### config.mk
export PLATFORM = sky130hd
export DESIGN_NAME = missile_ctrl_flat
export DESIGN_NICKNAME = d
export VERILOG_FILES = /design/src/rtl/game_pkg.sv /design/src/rtl/missile_ctrl_if.sv /design/src/rtl/step_tick_gen.sv /design/src/rtl/missile_ctrl.sv /design/src/flat_wrapper.sv
export SDC_FILE = /design/constraint.sdc
export NUM_CORES = 1
export LEC_CHECK = 0
export CORE_MARGIN = 2
export CORE_UTILIZATION = 40
export CTS_BUF_LIST = sky130_fd_sc_hd__clkbuf_8
export CTS_CLUSTER_SIZE = 25
export DETAILED_ROUTE_END_ITERATION = 6
export GPL_ROUTABILITY_DRIVEN = 0
export GPL_TIMING_DRIVEN = 0
export HOLD_SLACK_MARGIN = 0.12
export PLACE_DENSITY = 0.67
export SLEW_MARGIN = 20
export SYNTH_ARGS = -nofsm -noshare
export SYNTH_HDL_FRONTEND = slang
export SYNTH_SLANG_ARGS = --single-unit
### constraint.sdc
create_clock -name clk_25Hz -period 1.95 [get_ports clk_25Hz]
set_input_delay 0.2925 -clock clk_25Hz [delete_from_list [all_inputs] [get_ports clk_25Hz]]
set_output_delay 0.2925 -clock clk_25Hz [all_outputs]
set_load 0.01 [all_outputs]
### src/rtl/game_pkg.sv
`default_nettype none
// ============================================================================
//  Module   : game_pkg
//  Purpose  : Shared game constants, FSM state type and small helpers.
//  Revision : 1.0 - initial release
// ============================================================================
package game_pkg;

    localparam int POS_W = 10;

    typedef enum logic [1:0] {
        IDLE = 2'd0,
        FLY  = 2'd1,
        HIT  = 2'd2,
        COOL = 2'd3
    } state_t;

    localparam logic [POS_W-1:0] M_W   = 10'd56;
    localparam logic [POS_W-1:0] M_H   = 10'd12;
    localparam logic [POS_W-1:0] R_H   = 10'd30;
    localparam logic [POS_W-1:0] D_W   = 10'd40;
    localparam logic [POS_W-1:0] D_H   = 10'd30;
    localparam logic [POS_W-1:0] H_MAX = 10'd640;
    localparam logic [POS_W-1:0] V_MAX = 10'd480;

    localparam int EV_DRAGON = 1;
    localparam int EV_ROBOT  = 0;

    function automatic logic [7:0] sat_inc8(input logic [7:0] v);
        return (v == 8'hFF) ? v : v + 8'd1;
    endfunction

endpackage
`default_nettype wire

### src/rtl/missile_ctrl_if.sv
`default_nettype none
// ============================================================================
//  Module   : missile_ctrl_if
//  Purpose  : Robot/mixer-side signal bundle of the missile controller.
//  Revision : 1.0 - initial release
// ============================================================================
interface missile_ctrl_if;
    logic       fire_req;
    logic [9:0] r_x;
    logic [9:0] r_y;
    logic       r_valid;
    logic [1:0] Event;
    logic [9:0] m_x;
    logic [9:0] m_y;
    logic       m_valid;
    logic       fire_ack;
    logic [7:0] hit_cnt;

    modport master (
        output fire_req, r_x, r_y, r_valid, Event,
        input  m_x, m_y, m_valid, fire_ack, hit_cnt
    );

    modport slave (
        input  fire_req, r_x, r_y, r_valid, Event,
        output m_x, m_y, m_valid, fire_ack, hit_cnt
    );
endinterface
`default_nettype wire

### src/rtl/step_tick_gen.sv
`default_nettype none
// ============================================================================
//  Module   : step_tick_gen
//  Purpose  : Free-running divider; one-cycle step pulse each DIV cycles.
//  Revision : 1.0 - initial release
// ============================================================================
module step_tick_gen #(
    parameter int DIV = 416667
) (
    input  wire logic clk_25Hz,
    input  wire logic rst,
    output logic      step
);
    localparam int              c_W    = (DIV > 1) ? $clog2(DIV) : 1;
    localparam logic [c_W-1:0]  c_LAST = c_W'(DIV - 1);

    logic [c_W-1:0] r_cnt;
    logic           r_step;

    // Pulse is registered so it lines up with the cycle the counter reads 0.
    always_ff @(posedge clk_25Hz or negedge rst) begin
        if (!rst) begin
            r_cnt  <= '0;
            r_step <= 1'b0;
        end else begin
            r_cnt  <= (r_cnt == c_LAST) ? '0 : r_cnt + 1'b1;
            r_step <= (r_cnt == c_LAST);
        end
    end

    assign step = r_step;
endmodule
`default_nettype wire

### src/rtl/missile_ctrl.sv
`default_nettype none
// ============================================================================
//  Module   : missile_ctrl
//  Purpose  : Robot missile launch, leftward flight, hit counting, cooldown.
//  Revision : 1.0 - initial release
// ============================================================================
module missile_ctrl
    import game_pkg::*;
#(
    parameter int STEP_DIV   = 416667,
    parameter int SPEED      = 4,
    parameter int COOL_STEPS = 30
) (
    input  wire logic      clk_25Hz,
    input  wire logic      rst,
    missile_ctrl_if.slave  bus
);
    localparam int                c_CW        = $clog2(COOL_STEPS + 1);
    localparam logic [c_CW-1:0]   c_COOL_LAST = c_CW'(COOL_STEPS - 1);
    localparam logic [POS_W-1:0]  c_SPEED     = 10'(SPEED);
    localparam logic [POS_W-1:0]  c_Y_OFF     = (R_H - M_H) >> 1;

    logic             w_step;
    logic             w_fire_edge;
    logic             w_launch;

    state_t           r_state,    w_state_nxt;
    logic [POS_W-1:0] r_m_x,      w_m_x_nxt;
    logic [POS_W-1:0] r_m_y,      w_m_y_nxt;
    logic             r_m_valid,  w_m_valid_nxt;
    logic             r_fire_ack, w_fire_ack_nxt;
    logic [7:0]       r_hit_cnt,  w_hit_cnt_nxt;
    logic [c_CW-1:0]  r_cool,     w_cool_nxt;
    logic             r_fire_prev;

    step_tick_gen #(.DIV(STEP_DIV)) u_tick (
        .clk_25Hz (clk_25Hz),
        .rst      (rst),
        .step     (w_step)
    );

    assign w_fire_edge = bus.fire_req & ~r_fire_prev;
    assign w_launch    = w_fire_edge & bus.r_valid & (bus.r_x >= M_W);

    always_ff @(posedge clk_25Hz or negedge rst) begin
        if (!rst) begin
            r_state     <= IDLE;
            r_m_x       <= '0;
            r_m_y       <= '0;
            r_m_valid   <= 1'b0;
            r_fire_ack  <= 1'b0;
            r_hit_cnt   <= '0;
            r_cool      <= '0;
            r_fire_prev <= 1'b0;
        end else begin
            r_state     <= w_state_nxt;
            r_m_x       <= w_m_x_nxt;
            r_m_y       <= w_m_y_nxt;
            r_m_valid   <= w_m_valid_nxt;
            r_fire_ack  <= w_fire_ack_nxt;
            r_hit_cnt   <= w_hit_cnt_nxt;
            r_cool      <= w_cool_nxt;
            r_fire_prev <= bus.fire_req;
        end
    end

    always_comb begin
        w_state_nxt    = r_state;
        w_m_x_nxt      = r_m_x;
        w_m_y_nxt      = r_m_y;
        w_m_valid_nxt  = 1'b0;
        w_fire_ack_nxt = 1'b0;
        w_hit_cnt_nxt  = r_hit_cnt;
        w_cool_nxt     = r_cool;

        unique case (r_state)
            IDLE: begin
                if (w_launch) begin
                    w_m_x_nxt      = bus.r_x - M_W;
                    w_m_y_nxt      = bus.r_y + c_Y_OFF;
                    w_m_valid_nxt  = 1'b1;
                    w_fire_ack_nxt = 1'b1;
                    w_state_nxt    = FLY;
                end
            end
            FLY: begin
                w_m_valid_nxt = 1'b1;
                // A dragon hit outranks a coincident motion step.
                if (bus.Event[EV_DRAGON]) begin
                    w_m_valid_nxt = 1'b0;
                    w_hit_cnt_nxt = sat_inc8(r_hit_cnt);
                    w_state_nxt   = HIT;
                end else if (w_step) begin
                    if (r_m_x < c_SPEED) begin
                        w_m_valid_nxt = 1'b0;
                        w_cool_nxt    = '0;
                        w_state_nxt   = COOL;
                    end else begin
                        w_m_x_nxt = r_m_x - c_SPEED;
                    end
                end
            end
            HIT: begin
                // The mixer holds Event for a long time; wait it out once.
                if (!bus.Event[EV_DRAGON]) begin
                    w_cool_nxt  = '0;
                    w_state_nxt = COOL;
                end
            end
            COOL: begin
                if (w_step) begin
                    if (r_cool == c_COOL_LAST) begin
                        w_cool_nxt  = '0;
                        w_state_nxt = IDLE;
                    end else begin
                        w_cool_nxt = r_cool + 1'b1;
                    end
                end
            end
            default: w_state_nxt = IDLE;
        endcase
    end

    assign bus.m_x      = r_m_x;
    assign bus.m_y      = r_m_y;
    assign bus.m_valid  = r_m_valid;
    assign bus.fire_ack = r_fire_ack;
    assign bus.hit_cnt  = r_hit_cnt;
endmodule
`default_nettype wire
### src/flat_wrapper.sv
// flat-port wrapper written by rule: the top's interface ports become plain ports
module missile_ctrl_flat import game_pkg::*;
#(
    parameter int STEP_DIV   = 416667,
    parameter int SPEED      = 4,
    parameter int COOL_STEPS = 30
)
  (clk_25Hz, rst, bus_fire_req, bus_r_x, bus_r_y, bus_r_valid, bus_Event, bus_m_x, bus_m_y, bus_m_valid, bus_fire_ack, bus_hit_cnt);
  missile_ctrl_if bus_i ();
  input  wire logic clk_25Hz;
  input  wire logic rst;
  input wire logic [$bits(bus_i.fire_req)-1:0] bus_fire_req;
  input wire logic [$bits(bus_i.r_x)-1:0] bus_r_x;
  input wire logic [$bits(bus_i.r_y)-1:0] bus_r_y;
  input wire logic [$bits(bus_i.r_valid)-1:0] bus_r_valid;
  input wire logic [$bits(bus_i.Event)-1:0] bus_Event;
  output wire logic [$bits(bus_i.m_x)-1:0] bus_m_x;
  output wire logic [$bits(bus_i.m_y)-1:0] bus_m_y;
  output wire logic [$bits(bus_i.m_valid)-1:0] bus_m_valid;
  output wire logic [$bits(bus_i.fire_ack)-1:0] bus_fire_ack;
  output wire logic [$bits(bus_i.hit_cnt)-1:0] bus_hit_cnt;
  assign bus_i.fire_req = bus_fire_req;
  assign bus_i.r_x = bus_r_x;
  assign bus_i.r_y = bus_r_y;
  assign bus_i.r_valid = bus_r_valid;
  assign bus_i.Event = bus_Event;
  assign bus_m_x = bus_i.m_x;
  assign bus_m_y = bus_i.m_y;
  assign bus_m_valid = bus_i.m_valid;
  assign bus_fire_ack = bus_i.fire_ack;
  assign bus_hit_cnt = bus_i.hit_cnt;
  missile_ctrl #(.STEP_DIV(STEP_DIV), .SPEED(SPEED), .COOL_STEPS(COOL_STEPS)) u_core (.clk_25Hz(clk_25Hz), .rst(rst), .bus(bus_i));
endmodule
; ---- After elaboration in Yosys (flattened, before gate mapping)
; Cells that the tools add are included.
[totals]
in_bits = 26
register_bits = 58
output_inout_bits = 30
[op_classes]
order_cmp = 2
n_reduce_logical = 8
bitwise_logic = 5
eq_ne = 16
addsub = 6
mux = 27
[ops]
columns = operator, count
row1 = 2-to-1 mux 10 bit, 4
row2 = 2-to-1 mux 5 bit, 6
row3 = one-hot mux 10 bit (2 select lines), 1
row4 = adder 19 x 1 -> 19 bit (second input constant), 1
row5 = == test 19 bit (second input constant), 1
row6 = 2-to-1 mux 19 bit, 1
row7 = one-hot mux 5 bit (3 select lines), 1
row8 = 2-to-1 mux 2 bit, 7
row9 = AND reduction 6 bit, 2
row10 = adder 10 x 4 -> 10 bit (second input constant), 1
row11 = greater-or-equal comparator 10 x 6 -> 1 bit (second input constant), 1
row12 = less-than comparator 10 x 3 -> 1 bit (second input constant), 1
row13 = != test 2 bit (second input constant), 5
row14 = subtractor 10 x 3 -> 10 bit (second input constant), 1
row15 = subtractor 10 x 6 -> 10 bit (second input constant), 1
row16 = adder 8 x 1 -> 8 bit (second input constant), 1
row17 = == test 8 bit (second input constant), 1
row18 = one-hot mux 2 bit (4 select lines), 1
row19 = != test 2 x 1 -> 1 bit (second input constant), 3
row20 = adder 5 x 1 -> 5 bit (second input constant), 1
row21 = == test 5 bit (second input constant), 1
row22 = 2-to-1 mux 1 bit, 5
row23 = AND reduction 5 bit, 1
row24 = == test 2 bit (second input constant), 2
row25 = 11 further kinds, 14

; ---- Depth between registers and ports, before layout
[depth]
word_depth = 6
depth_mapped = 8
ltp_nobuf = 7

; ---- Modules after synthesis
; From an unflattened synthesis, not the netlist that was laid out.
[unflattened]
hier_cells = 309
hier_area_um2 = 3074.2
[by_module_without_submodules]
columns = module, seq_area_each_um2, area_each_um2, instances, cells_per_inst
row1 = missile_ctrl, 950.9, 2094.5, 1, 217
row2 = step_tick_gen, 500.5, 979.7, 1, 92

; ---- Worst setup path before layout
; Ideal clock, no wire load.
[synth_path]
kind = flip-flop to flip-flop
startpoint = register u_core.r_m_x[2], in the netlist u_core.bus.m_x[2]
endpoint = register u_core.r_state[1]
t_required_ps = 1822
arrival_time_ps = 1991
path_stages_with_launch = 8
path_slack_ps = -168
cell_sequence = dfrtp_1 > inv_1 > ha_1 > or3b_1 > buf_2 > o31ai_1 > o2111a_1 > mux2_1
[synth_via]
elab_chain_len = 3
[synth_lines]
columns = element, line_no
row1 = start: declaration, missile_ctrl.sv:28  ; logic [POS_W-1:0] r_m_x, w_m_x_nxt;
row2 = start signal: assignment, missile_ctrl.sv:57  ; r_m_x <= w_m_x_nxt;
row3 = less-than comparator 10 x 3 -> 1 bit, missile_ctrl.sv:94  ; if (r_m_x < c_SPEED) begin
row4 = != test 3 x 2 -> 1 bit (no line), -
row5 = AND reduction 6 bit (no line), -
row6 = end signal: assignment, missile_ctrl.sv:56  ; r_state <= w_state_nxt;
row7 = end: declaration, missile_ctrl.sv:27  ; state_t r_state, w_state_nxt;
; No other way between the ends.
; A chain may end at the register's enable or synchronous reset.

; ---- Final worst setup path
[layout_path]
startpoint = register u_core.r_m_x[2], in the netlist u_core.bus.m_x[2]
endpoint = register u_core.r_cool[1]
[layout_via]
elab_chain_len = 3
[layout_lines]
columns = element, line_no
row1 = less-than comparator 10 x 3 -> 1 bit, missile_ctrl.sv:94
row2 = != test 2 x 1 -> 1 bit (no line), -
row3 = AND reduction 6 bit (no line), -
row4 = end signal: assignment, missile_ctrl.sv:62  ; r_cool <= w_cool_nxt;
row5 = end: declaration, missile_ctrl.sv:33  ; logic [c_CW-1:0] r_cool, w_cool_nxt;
; No other way between the ends.

==> results.md <==
* Clock slew at reported path FFs at 0.07 ns
* Multiplexer share of the synthesized area at 3.509%
* Reg-to-reg slack, setup at -0.13 ns
* TritonCTS clock tree: done
* First-pass GRT wire length at 11510 um
* Seq/Total Area, Yosys at 47.33%
* Top cells by count, synth: 58 x dfrtp_1, 35 x nand2_1, 29 x nor2_1
* Final slew viol count at 0
* Critical Path AT at 2.33 ns
* Synth area leader: dfrtp_1
* Critical path data required time at 2.21 ns
* Post-synthesis xor/xnor area fraction at 9.710%
* H-tree Lvls at 3
* Synth Flop Type: dfrtp_1
* Mapped cell area at 0.003067 mm^2
* Critical Path End Type: flop
* Share of the synthesized area in the top cell type at 47.33%
* Slew headroom at 66.87%
* Vias/cell at 5.202
* Number of synthesized flops with an enable pin at 0
* Max Fanout on Critical Path at 5
* R2R depth at 8
* Mean post-synth cell area at 10.22 um^2
* Drt drc at 0
* Least-Margin Pin Slew at 0.4948 ns
* Clock Latency Late Sink at 0.33 ns
* Final setup violating endpoints at 12
* Post-DP HPWL at 4618 um
* Max clock buf depth at 2
* Pwr dens at 1255 mW/mm^2
* Core area at 0.007331 mm^2
* RSZ-0062 raised after global routing: true
* Router iterations before antenna repair at 4
* Worst setup margin at -0.1267 ns
* Number of port buffers at 54
* Final Hold Fails at 0
* Mapped Cells at 300
* Initial antenna violation count at 0
* Async S/R FF share, synth at 100.0%
* Die ar. at 0.008383 mm^2
* Peak Freq at 481.5 MHz
* Largest net degree at the start of global routing at 42
* Pwr Total at 5319 uW
* Row count at 31
* Vias in the first global route at 2504
* Crit start category: flop
* YS warnings at 0
* Ratio of cells with drive above 1 in the final layout at 20.20%
* Syn nets at 339
* Count leader, synth: dfrtp_1
* Register bit total from synthesis at 58
* Fill count at 613
* Top post-synthesis cells by area: dfrtp_1 47%, xor2_1 5.4%, ha_1 5.3%, nand2_1 4.3%, xnor2_1 4.3%
* N_diodes at 0
* Design area at 0.004238 mm^2
* Cts bufs inserted at 9
* DP Area at 0.003760 mm^2
* Setup tns final at -0.8711 ns
* Maximum vdd drop at 0.4718 mV
* Drt total wl at 6837 um
* Die width at 91.56 um
* Simple-Gate Fraction of Synth Area at 19.67%
* DRT antenna net count at 0
* # nets final at 425
* Initial Util at 41.83%
* Hold WS at 0.3724 ns
* Leak at 0.001841 uW
* Worst Clk Skew at 0.01283 ns
* Post-Synth Adder-Cell Area at 5.304%
* Avg WL per Cell at 13.95 um
* Via count at 2549
* Post-synthesis compound-gate area fraction at 12.08%
* Netlist cell types at 53
* Layout area overhead at 38.19%
* Fin crit period at 2.077 ns
* Clk sinks at 58
* Tcrit/Tclk final at 106.5%
* DIE HEIGHT at 91.56 um
* Status: complete, but fails checks
* Iter 0 DRT Violations at 74
* Clock tree root driver cell: clkbuf_8
* Overflow after GRT at 0
* Dpl ws at -0.4213 ns
* Largest family of logic cells by synthesized area: simple AND/OR/NAND/NOR gates
* Violated checks: negative setup slack
* Worst min path class: input pin to asynchronous set/reset pin
* Top Ports at 56
* GRT Overall Usage at 16.95%
* Setup CP Type: flop to flop
* Max-Cap Viols at 0
## layout by cell type, fill, tap and decap left out, types with 8 or more instances in the layout
master / instances
nand2_1: 35
xor2_1: 19
xnor2_1: 15
o21ai_1: 8
inv_1: 10
buf_4: 16
ha_1: 12
clkdlybuf4s50_1: 53
nor2_1: 28
clkbuf_8: 10
o21ai_0: 9
dfrtp_1: 56
nand4_1: 9
nand3_1: 15
## registers in the layout (all words and copies together) (netlist names)
name / cells
u_core.u_tick.r_cnt: 19
u_core.bus.m_x: 10
u_core.bus.m_y: 10
u_core.bus.hit_cnt: 8
u_core.r_cool: 5
u_core.r_state: 2
u_core.bus.fire_ack: 1
u_core.bus.m_valid: 1
u_core.r_fire_prev: 1
u_core.u_tick.step: 1
## cells by family after synthesis
logic type | after synthesis
AO/OA/AOI/OAI | 46
XOR/XNOR | 34
adder cells (fa/ha/maj) | 13
buffers and inverters | 18
flip-flops | 58
multiplexers | 10
AND/OR/NAND/NOR | 121
## critical path: stages, from the launching register on
cell,delay (ns)
dfrtp_1,0.40
inv_2,0.09
ha_4,0.13
or3b_1,0.35
buf_6,0.15
o41ai_4,0.28
nand3b_4,0.14
or3_1,0.36
o21ai_1,0.08
## what timing repair did
item,CTS,global route
setup buffers,12,7
endpoints found under the hold margin,17,0
endpoints found under the setup margin,37,32
hold buffers,1,0
pin swaps,10,6
resized for setup,22,22
## report_power, final
group	internal, uW	switching (uW)
clock network	483	480
registers	1520	295
logic	1400	1140
## final cells by class
cell class	count	area, um^2	area share (%)
well taps	99	123.9	2.923
plain buffers	5	46.29	1.092
clock buffers	10	137.6	3.248
clock inverters	6	33.78	0.7972
inverters	13	48.80	1.151
flip-flops and latches	58	1454	34.31
repair buffers	75	725.7	17.12
multi-input cells	224	1668	39.36
## through the flow
step                cells  utilization [%]
finish                490            57.81
global route          490            57.81
CTS                   483            56.14
detailed placement    454            51.29
global placement      453            51.05
floorplan             300                -
## worst paths after layout
path                                          from                 endpoint
min in group clk_25Hz                 bus_fire_req       u_core.r_fire_prev
hold / removal                                 rst    u_core.bus.hit_cnt[5]
max in group asynchronous                      rst  u_core.u_tick.r_cnt[13]
setup / recovery                 u_core.bus.m_x[2]         u_core.r_cool[1]
setup reg to reg                 u_core.bus.m_x[2]         u_core.r_cool[1]
hold reg to reg            u_core.u_tick.r_cnt[18]  u_core.u_tick.r_cnt[18]
## metal layers
| layer | vias up | share of wire (%) | GRT usage [%] | wire length (um) |
|---|---|---|---|---|
| li1 | 1235 | - | - | - |
| met1 | 1240 | 45 | 21.82 | 3086 |
| met2 | 59 | 49 | 27.21 | 3348 |
| met3 | 15 | 3.8 | 3.568 | 261 |
| met4 | 0 | 2.0 | 7.955 | 140 |
| met5 | - | 0 | 0 | 0 |
Note: power is estimated with default switching activity, not from simulation.
